### config.mk
export PLATFORM = sky130hd
export DESIGN_NAME = mac_seq_ctrl
export DESIGN_NICKNAME = d
export VERILOG_FILES = /design/src/rtl/mac_seq_ctrl_pkg.sv /design/src/rtl/mac_len_cnt.sv /design/src/rtl/mac_seq_ctrl.sv
export SDC_FILE = /design/constraint.sdc
export NUM_CORES = 1
export LEC_CHECK = 0
export ABC_AREA = 1
export BUFFER_PORTS_ARGS = -buffer_cell sky130_fd_sc_hd__buf_2
export CAP_MARGIN = 25
export CORE_MARGIN = 10
export CORE_UTILIZATION = 25
export CTS_BUF_LIST = sky130_fd_sc_hd__clkbuf_8
export DETAILED_ROUTE_END_ITERATION = 8
export GPL_TIMING_DRIVEN = 1
export PLACE_DENSITY_LB_ADDON = 0.2
export SLEW_MARGIN = 20
export SYNTH_ARGS = -nofsm -noshare
export SYNTH_HDL_FRONTEND = slang
export SYNTH_SLANG_ARGS = --single-unit
### constraint.sdc
create_clock -name clk -period 1.4 [get_ports clk]
set_input_delay 0.21 -clock clk [delete_from_list [all_inputs] [get_ports clk]]
set_output_delay 0.21 -clock clk [all_outputs]
set_load 0.05 [all_outputs]
### src/rtl/mac_seq_ctrl_pkg.sv
// Shared constants for the MAC job sequencer: default widths and FSM state codes.
package mac_seq_ctrl_pkg;

    localparam int unsigned MAC_N_DEF     = 18;
    localparam int unsigned MAC_LEN_W_DEF = 8;
    localparam int unsigned ST_W          = 3;

    localparam logic [ST_W-1:0] ST_IDLE  = 3'd0;
    localparam logic [ST_W-1:0] ST_CLEAR = 3'd1;
    localparam logic [ST_W-1:0] ST_RUN   = 3'd2;
    localparam logic [ST_W-1:0] ST_WAIT  = 3'd3;
    localparam logic [ST_W-1:0] ST_DONE  = 3'd4;

endpackage

### src/rtl/mac_len_cnt.sv
// Job-length counter: loads the job length, counts accepted pairs, flags the final pair.
module mac_len_cnt
    import mac_seq_ctrl_pkg::*;
#(
    parameter int unsigned LEN_W = MAC_LEN_W_DEF
) (
    input  logic             clk,
    input  logic             Rst,
    input  logic             clr,
    input  logic [LEN_W-1:0] len,
    input  logic             inc,
    output logic             last,
    output logic             len_zero
);

    logic [LEN_W-1:0] count_q;
    logic [LEN_W-1:0] count_d;
    logic [LEN_W-1:0] len_q;
    logic [LEN_W-1:0] len_d;

    // Next count / length: clr restarts a job and latches its length.
    always_comb begin
        count_d = count_q;
        len_d   = len_q;
        if (clr) begin
            count_d = '0;
            len_d   = len;
        end else if (inc) begin
            count_d = count_q + LEN_W'(1);
        end
    end

    // Counter and length registers.
    always_ff @(posedge clk) begin
        if (Rst) begin
            count_q <= '0;
            len_q   <= '0;
        end else begin
            count_q <= count_d;
            len_q   <= len_d;
        end
    end

    // The FSM leaves RUN on the last pair, so the count never needs to wrap.
    assign last     = (count_q == (len_q - LEN_W'(1)));
    assign len_zero = (len_q == '0);

endmodule

### src/rtl/mac_seq_ctrl.sv
// Sequencer for one dot-product job through an external MAC: clears it, streams
// operand pairs into it, then captures and presents the accumulator.
module mac_seq_ctrl
    import mac_seq_ctrl_pkg::*;
#(
    parameter int unsigned N     = MAC_N_DEF,
    parameter int unsigned LEN_W = MAC_LEN_W_DEF
) (
    input  logic             clk,
    input  logic             Rst,
    input  logic             start,
    input  logic [LEN_W-1:0] len,
    output logic             busy,
    input  logic             in_valid,
    output logic             in_ready,
    input  logic [N-1:0]     in_w,
    input  logic [N-1:0]     in_x,
    output logic             mac_clr,
    output logic             mac_en,
    output logic [N-1:0]     mac_w,
    output logic [N-1:0]     mac_x,
    input  logic [2*N-1:0]   mac_acc,
    output logic             res_valid,
    input  logic             res_ready,
    output logic [2*N-1:0]   res_data
);

    localparam int unsigned AW = 2 * N;

    logic [ST_W-1:0] state_q;
    logic [ST_W-1:0] state_d;
    logic [AW-1:0]   res_data_q;
    logic [AW-1:0]   res_data_d;
    logic            cnt_clr;
    logic            cnt_inc;
    logic            cnt_last;
    logic            cnt_len_zero;

    mac_len_cnt #(
        .LEN_W (LEN_W)
    ) u_len_cnt (
        .clk      (clk),
        .Rst      (Rst),
        .clr      (cnt_clr),
        .len      (len),
        .inc      (cnt_inc),
        .last     (cnt_last),
        .len_zero (cnt_len_zero)
    );

    // Next-state and output decode; Rst forces the quiescent output set.
    always_comb begin
        state_d    = state_q;
        res_data_d = res_data_q;
        cnt_clr    = 1'b0;
        cnt_inc    = 1'b0;
        busy       = (state_q != ST_IDLE);
        in_ready   = 1'b0;
        mac_clr    = 1'b0;
        mac_en     = 1'b0;
        mac_w      = '0;
        mac_x      = '0;
        res_valid  = 1'b0;

        unique case (state_q)
            ST_IDLE: begin
                if (start) begin
                    cnt_clr = 1'b1;
                    state_d = ST_CLEAR;
                end
            end
            ST_CLEAR: begin
                mac_clr = 1'b1;
                state_d = cnt_len_zero ? ST_WAIT : ST_RUN;
            end
            ST_RUN: begin
                in_ready = 1'b1;
                mac_w    = in_w;
                mac_x    = in_x;
                if (in_valid) begin
                    mac_en  = 1'b1;
                    cnt_inc = 1'b1;
                    if (cnt_last) begin
                        state_d = ST_WAIT;
                    end
                end
            end
            ST_WAIT: begin
                // Accumulator now includes the final product.
                res_data_d = mac_acc;
                state_d    = ST_DONE;
            end
            ST_DONE: begin
                res_valid = 1'b1;
                if (res_ready) begin
                    state_d = ST_IDLE;
                end
            end
            default: begin
                state_d = ST_IDLE;
            end
        endcase

        if (Rst) begin
            busy     = 1'b0;
            in_ready = 1'b0;
            mac_clr  = 1'b1;
            mac_en   = 1'b0;
            mac_w    = '0;
            mac_x    = '0;
            res_valid = 1'b0;
            cnt_clr  = 1'b0;
            cnt_inc  = 1'b0;
        end
    end

    // State and result registers.
    always_ff @(posedge clk) begin
        if (Rst) begin
            state_q    <= ST_IDLE;
            res_data_q <= '0;
        end else begin
            state_q    <= state_d;
            res_data_q <= res_data_d;
        end
    end

    assign res_data = res_data_q;

endmodule
==> run_results.csv, run 1 <==
group,metric,value,unit
run_status,violations,"negative setup slack",
logic_synthesis,syn_inst,417,
setup_path,rrSetupSlack,-140,ps
global_route,gr-total-overflow,0,
logic_synthesis,yosysSeqAreaShare,0.401,
sta,clock_skew,4.67,ps
final_layout,areaGrowthSynthToFinish,78.6,%
clock_network,cts_htree_levels,2,
final_layout,final-seq-area,0.00111,mm²
final_layout,final_cell_mix,"120 x buf_2, 86 x nor2_1, 64 x inv_1",
die,initial_core_util,0.255,
min_path,hold_path.class,"primary input to flip-flop",
clock_network,clk_pin_slew,100,ps
power,cellPowerDensity,1220,mW/mm²
final_layout,diodes,0,
logic_synthesis,ys_seq_elements,55,
clock_network,cts.sinks,55,
routing,via_per_inst,4.32,
placement,dp.cells,725,
setup_path,path_class,"flip-flop to output pin",
die,die_h,125,µm
sta,finalSetupViolCount,46,
routing,drt-wirelength-per-cell,13.5,µm
final_layout,drive_gt1_frac,0.477,
die,die_x,125,µm
logic_synthesis,syn_area,0.00275,mm²
die,core,0.0108,mm²
sta,tightest_slew,280,ps
sta,fin_setup_tns,-9260,ps
final_layout,fillers,1071,
final_layout,nets,693,
routing,wl,10100,µm
setup_path,critPathMaxFanout,18,
sta,rsz0062_at_grt,"yes",
clock_network,cts_tree,"done",
final_layout,instances_no_fill,746,
sta,worst_slack,-246,ps
setup_path,endpoint_kind,"output pin",
sta,hold_viol,0,
sta,fin_crit_sh,1.18,
global_route,grt_pass1_wl,16500,µm
clock_network,root_buffer,"clkbuf_8",
setup_path,critPathArrivalTime,1440,ps
sta,period_needed,1650,ps
clock_network,cts.path.max_buffers,2,
run_status,status,"finished, violations left",
routing,drc,0,
routing,vias,3223,
setup_path,required,1190,ps
sta,slew_headroom,0.813,
power,leakagePower,0.00239,µW
routing,ant_nets,0,
global_route,antenna_found_initial,1,
sta,slew_viol_final,0,
global_route,grt_start_max_net_pins,39,
logic_synthesis,synth_nets,505,
clock_network,clock_latency,310,ps
min_path,holdPathStages,3,
die,die-area,0.0156,mm²
placement,hpwl,7550,µm
placement,place_ws,-85.2,ps
die,rows,38,
logic_synthesis,yosysUniqueCellTypes,33,
final_layout,final_common_cell,"buf_2",
routing,initialDrtViolationCount,101,
setup_path,r2r_cells,11,
die,io_pins,162,
clock_network,cts_buffers,5,
sta,max_freq,607,MHz
global_route,grt.total_usage,0.123,
global_route,grt_pass1_vias,3303,
final_layout,multiInputGateArea,0.00169,mm²
routing,dr.pass1.iters,4,
run,maxCapViolCount,0,
setup_path,critPathLaunchType,"flip-flop",
placement,gp_congestion,0.838,
logic_synthesis,ys.warnings.count,0,
logic_synthesis,synth.avg_cell_area,6.59,µm²
sta,timing.hold.ws,135,ps
power,ir_worst_vdd,652,µV
placement,io_buffers,161,
==> metal layers <==
metal / vias up / part of all wire / track usage / routed length [µm]
met1: 1415 / 0.44 / 0.151 / 4470
li1: 1652 / - / - / -
met2: 144 / 0.43 / 0.195 / 4300
met3: 10 / 0.12 / 0.0570 / 1180
met5: - / 0.0012 / 0 / 12
met4: 2 / 0.012 / 0.0244 / 116
==> critical path, cell delays in order (launching register included) <==
cell,delay (ps)
dfxtp_4,360
inv_4,60
nand3_4,90
nor2_8,110
buf_12,150
inv_12,90
nor2_4,110
buf_8,150
==> power breakdown <==
part           internal, µW  switching, µW
clock network           361            564
registers              1770            127
logic                  1190           1990
total                  3310           2690
==> cells by family after synthesis <==
family	synth area share
and+or+nand+nor	0.329
AOI/OAI and AO/OA	0.111
xor gates and xnor gates	0.0127
DFF	0.401
buffers and inverters	0.133
adders and majority gates	0.0137
==> per-stage QoR <==
step	utilization	area, µm²	total power [µW]
after floorplan	-	3050	3830
after global placement	0.381	4110	4500
after detailed placement	0.381	4110	4520
after CTS	0.433	4680	5860
after global routing	0.455	4910	6410
final	0.455	4910	6000
==> Yosys cell counts <==
cell      number  area (µm²)
nor2_1       128         480
inv_1         68         255
dfxtp_1       55        1100
nand2_1       49         184
o21ai_0       40         200
nand3_1       12        60.1
a21oi_1        9        45.0
o22ai_1        6        37.5
clkbuf_1       5        18.8
buf_2          4        20.0
buf_4          4        30.0
nand4_1        4        25.0
ha_1           3        37.5
inv_2          3        11.3
nor3_1         3        15.0
nor3_2         3        30.0
xnor2_1        3        26.3
nand2_4        2        22.5
nand3_2        2        20.0
a211oi_1       1        7.51
a21oi_2        1        8.76
buf_1          1        3.75
clkbuf_4       1        7.51
clkinv_2       1        5.00
clkinv_4       1        8.76
inv_4          1        6.26
nand3_4        1        17.5
nand3b_1       1        7.51
nor2_8         1        20.0
nor3_4         1        16.3
nor4_1         1        6.26
o21ai_1        1        5.00
xor2_1         1        8.76
==> state kept, by name (all words and copies together) (netlist names) <==
name / flops
state_q: 3
u_len_cnt.count_q: 8
u_len_cnt.len_q: 8
res_data: 36
==> cell type report <==
cell class	count	area share
Multi-Input combinational cell	273	0.344
Timing Repair Buffer	195	0.306
Sequential cell	55	0.226
Inverter	74	0.0668
Tap cell	140	0.0357
Clock buffer	5	0.0140
Clock inverter	3	0.00459
Timing Repair inverter	1	0.00331
==> worst paths after layout <==
| check | start | to |
|---|---|---|
| setup / recovery | state_q[0] | mac_w[2] |
| hold / removal | len[7] | u_len_cnt.len_q[7] |
| setup reg to reg | state_q[0] | u_len_cnt.count_q[4] |
| hold reg to reg | res_data[33] | res_data[33] |
==> timing repair <==
action,in CTS,in global routing
hold buffers,0,0
gates resized for setup,115,53
gates cloned,1,1
pin swaps,5,10
setup endpoints to repair,51,94
setup buffers,8,4
Power figures use the tool's default switching activity.
==> inputs of run 2 (changes only) <==
- SYNTH_HIERARCHICAL: unset -> 1
==> run 2 against run 1 <==
  * The run still ends with negative setup slack left
  * Non-clock buffer count increased by 15
  * Setup slack got worse by 110 ps
  * Final area increased by 2.6%
  * Hold slack got worse by 23 ps
  * Critical path type unchanged
  * Critical endpoint is now mac_x[12]
  * Highest routed layer is now met4
==> run_results.csv, run 2 <==
group,metric,value,unit
run_status,status,"finished, violations left",
run_status,violations,"negative setup slack",
sta,fin_setup_tns,-13400,ps
final_layout,areaGrowthSynthToFinish,88.4,%
routing,initialDrtViolationCount,119,
routing,drc,0,
routing,dr.pass1.iters,4,
clock_network,cts_htree_levels,2,
placement,io_buffers,161,
global_route,grt_start_max_net_pins,37,
final_layout,nets,691,
global_route,grt_pass1_vias,2963,
logic_synthesis,synth_nets,486,
setup_path,critPathLaunchType,"flip-flop",
placement,placed_area,0.00409,mm²
logic_synthesis,synth_most_common_cell,"nor2_1",
clock_network,cts_tree,"done",
die,die_h,123,µm
setup_path,endpoint_kind,"output pin",
global_route,gr-total-overflow,0,
sta,hold_viol,0,
final_layout,diodes,0,
logic_synthesis,yosysSeqAreaShare,0.412,
power,leakagePower,0.00243,µW
clock_network,cts_buffers,5,
sta,fin_crit_sh,1.25,
setup_path,path_buf_inv,3,
sta,worst_slack,-352,ps
die,io_pins,162,
final_layout,drive_gt1_frac,0.517,
final_layout,largest_reg_flops,36,
sta,max_freq,571,MHz
routing,drt-wirelength-per-cell,14.1,µm
placement,gp_congestion,0.853,
logic_synthesis,syn_area,0.00268,mm²
setup_path,critical_path.top_delay_family,"simple AND/OR/NAND/NOR gates",
clock_network,clk_pin_slew,120,ps
logic_synthesis,synth_edf_count,0,
clock_network,cts.path.max_buffers,2,
global_route,antenna_found_initial,0,
logic_synthesis,synthArstFlopShare,0,
clock_network,hold_buffers,0,
sta,tightest_slew,268,ps
sta,clock_skew,14.1,ps
sta,slew_headroom,0.823,
sta,period_needed,1750,ps
die,die-area,0.0152,mm²
routing,vias,3182,
routing,wl,10500,µm
sta,finalSetupViolCount,58,
setup_path,path_class,"flip-flop to output pin",
final_layout,final_common_cell,"buf_2",
logic_synthesis,synth_top_area_frac,0.412,
die,die_x,123,µm
min_path,holdPathStages,3,
clock_network,root_buffer,"clkbuf_8",
placement,hpwl,7510,µm
final_layout,fillers,1006,
logic_synthesis,ys.flop_type,"dfxtp_1",
final_layout,finish.utilization,0.486,
power,ir_worst_vdd,496,µV
run,maxCapViolCount,0,
logic_synthesis,ys.warnings.count,6,
min_path,hold_path.class,"primary input to flip-flop",
die,core,0.0104,mm²
die,initial_core_util,0.258,
global_route,grt_pass1_wl,14600,µm
sta,rsz0062_at_grt,"yes",
logic_synthesis,synthTopCellsByCount,"128 x nor2_1, 55 x dfxtp_1, 54 x inv_1",
clock_network,cts.sinks,55,
setup_path,r2r_cells,12,
setup_path,required,1190,ps
routing,via_per_inst,4.29,
logic_synthesis,yosys.area.top_type,"dfxtp_1",
global_route,grt.total_usage,0.117,
setup_path,critPathMaxFanout,12,
setup_path,worst_path_most_repeated_cell,"nor2_4",
setup_path,crit_path_cell_trace,"nor2_4, nand2_2, nor2_4, inv_6, buf_12, nor2_4, buf_8",
setup_path,critPathArrivalTime,1540,ps
routing,ant_nets,0,
clock_network,clock_latency,320,ps
die,rows,37,
logic_synthesis,yosysUniqueCellTypes,29,
setup_path,path_depth,7,
setup_path,cpMaxStageDelayCell,"dfxtp_4",
logic_synthesis,syn_inst,399,
final_layout,final_cell_mix,"120 x buf_2, 77 x nor2_1, 50 x inv_1, 50 x dfxtp_1, 44 x nor2_4",
power,cellPowerDensity,1180,mW/mm²
sta,slew_viol_final,0,
logic_synthesis,synth.avg_cell_area,6.70,µm²
logic_synthesis,synth.area.top_cells,"dfxtp_1 41%, nor2_1 18%, inv_1 7.6%",
logic_synthesis,ys_seq_elements,55,
setup_path,crit_path_max_incr_delay,370,ps
final_layout,stdcell_area,0.00504,mm²
==> run 2: cell types whose count changed in the layout (fill, tap and decap cells not counted), sizes merged, moves of 3 or more <==
cell    before  now
buf        194  207
inv         74   62
nand2       51   43
nor2       129  137
o22ai        6    0
a211oi       1    5
nor3         7    3
xor2         1    4
==> run 2: repair_timing <==
| action | in CTS | in global routing |
|---|---|---|
| resized for setup | 124 | 76 |
| endpoints found under the setup margin | 91 | 88 |
| pin swaps | 6 | 7 |
| setup buffers | 6 | 4 |
| cloned | 1 | 7 |
==> run 2: worst min-delay path, delay by kind of cell <==
kind | cells | cell delay (ps)
compound gates | 1 | 60
buf+inv | 1 | 70
simple gates | 1 | 70
==> run 2: layout make-up <==
class / count / area (µm²) / share of cell area
clock buffers: 5 / 68.8 / 0.0137
flip-flops and latches: 55 / 1110 / 0.220
clock inverters: 3 / 28.8 / 0.00571
inverters: 57 / 258 / 0.0512
well taps: 136 / 170 / 0.0338
repair buffers: 210 / 1650 / 0.328
multi-input cells: 271 / 1690 / 0.336
repair inverters: 4 / 56.3 / 0.0112
==> run 2: final timing paths <==
kind,end,start,slack (ps)
min reg2reg,u_len_cnt/len_q[6],u_len_cnt/len_q[6],480
min,res_data[1],mac_acc[1],110
max reg2reg,u_len_cnt/count_q[7],state_q[0],-250
max,mac_x[12],state_q[0],-350
==> run 2: cell families after synthesis <==
| group | synth area share |
|---|---|
| AOI/OAI and AO/OA | 0.116 |
| buffers and inverters | 0.127 |
| adders and majority gates | 0.00935 |
| xor gates and xnor gates | 0.0196 |
| and+or+nand+nor | 0.317 |
| DFF | 0.412 |
==> run 2: per-layer routing <==
metal	track usage	part of all wire	up-vias	wire length, µm
met2	0.211	0.54	93	5610
met1	0.135	0.37	1440	3920
met4	0.0313	0.0090	0	94
met5	0	0	-	0
met3	0.0283	0.081	8	846
li1	-	-	1641	-
==> run 2: through the flow <==
stage	hold slack, ps	worst slack, ps	std cells	power (µW)
floorplan	350	-615	399	3590
CTS	113	-338	730	5620
finish	112	-352	741	5920
global route	111	-423	741	6260
detailed placement	459	-233	715	4270
global placement	450	-214	715	4250
==> run 2: power by group <==
part           internal [µW]  switching [µW]
sequential              1750             118
combinational           1210            1880
clock                    379             588
total                   3340            2580
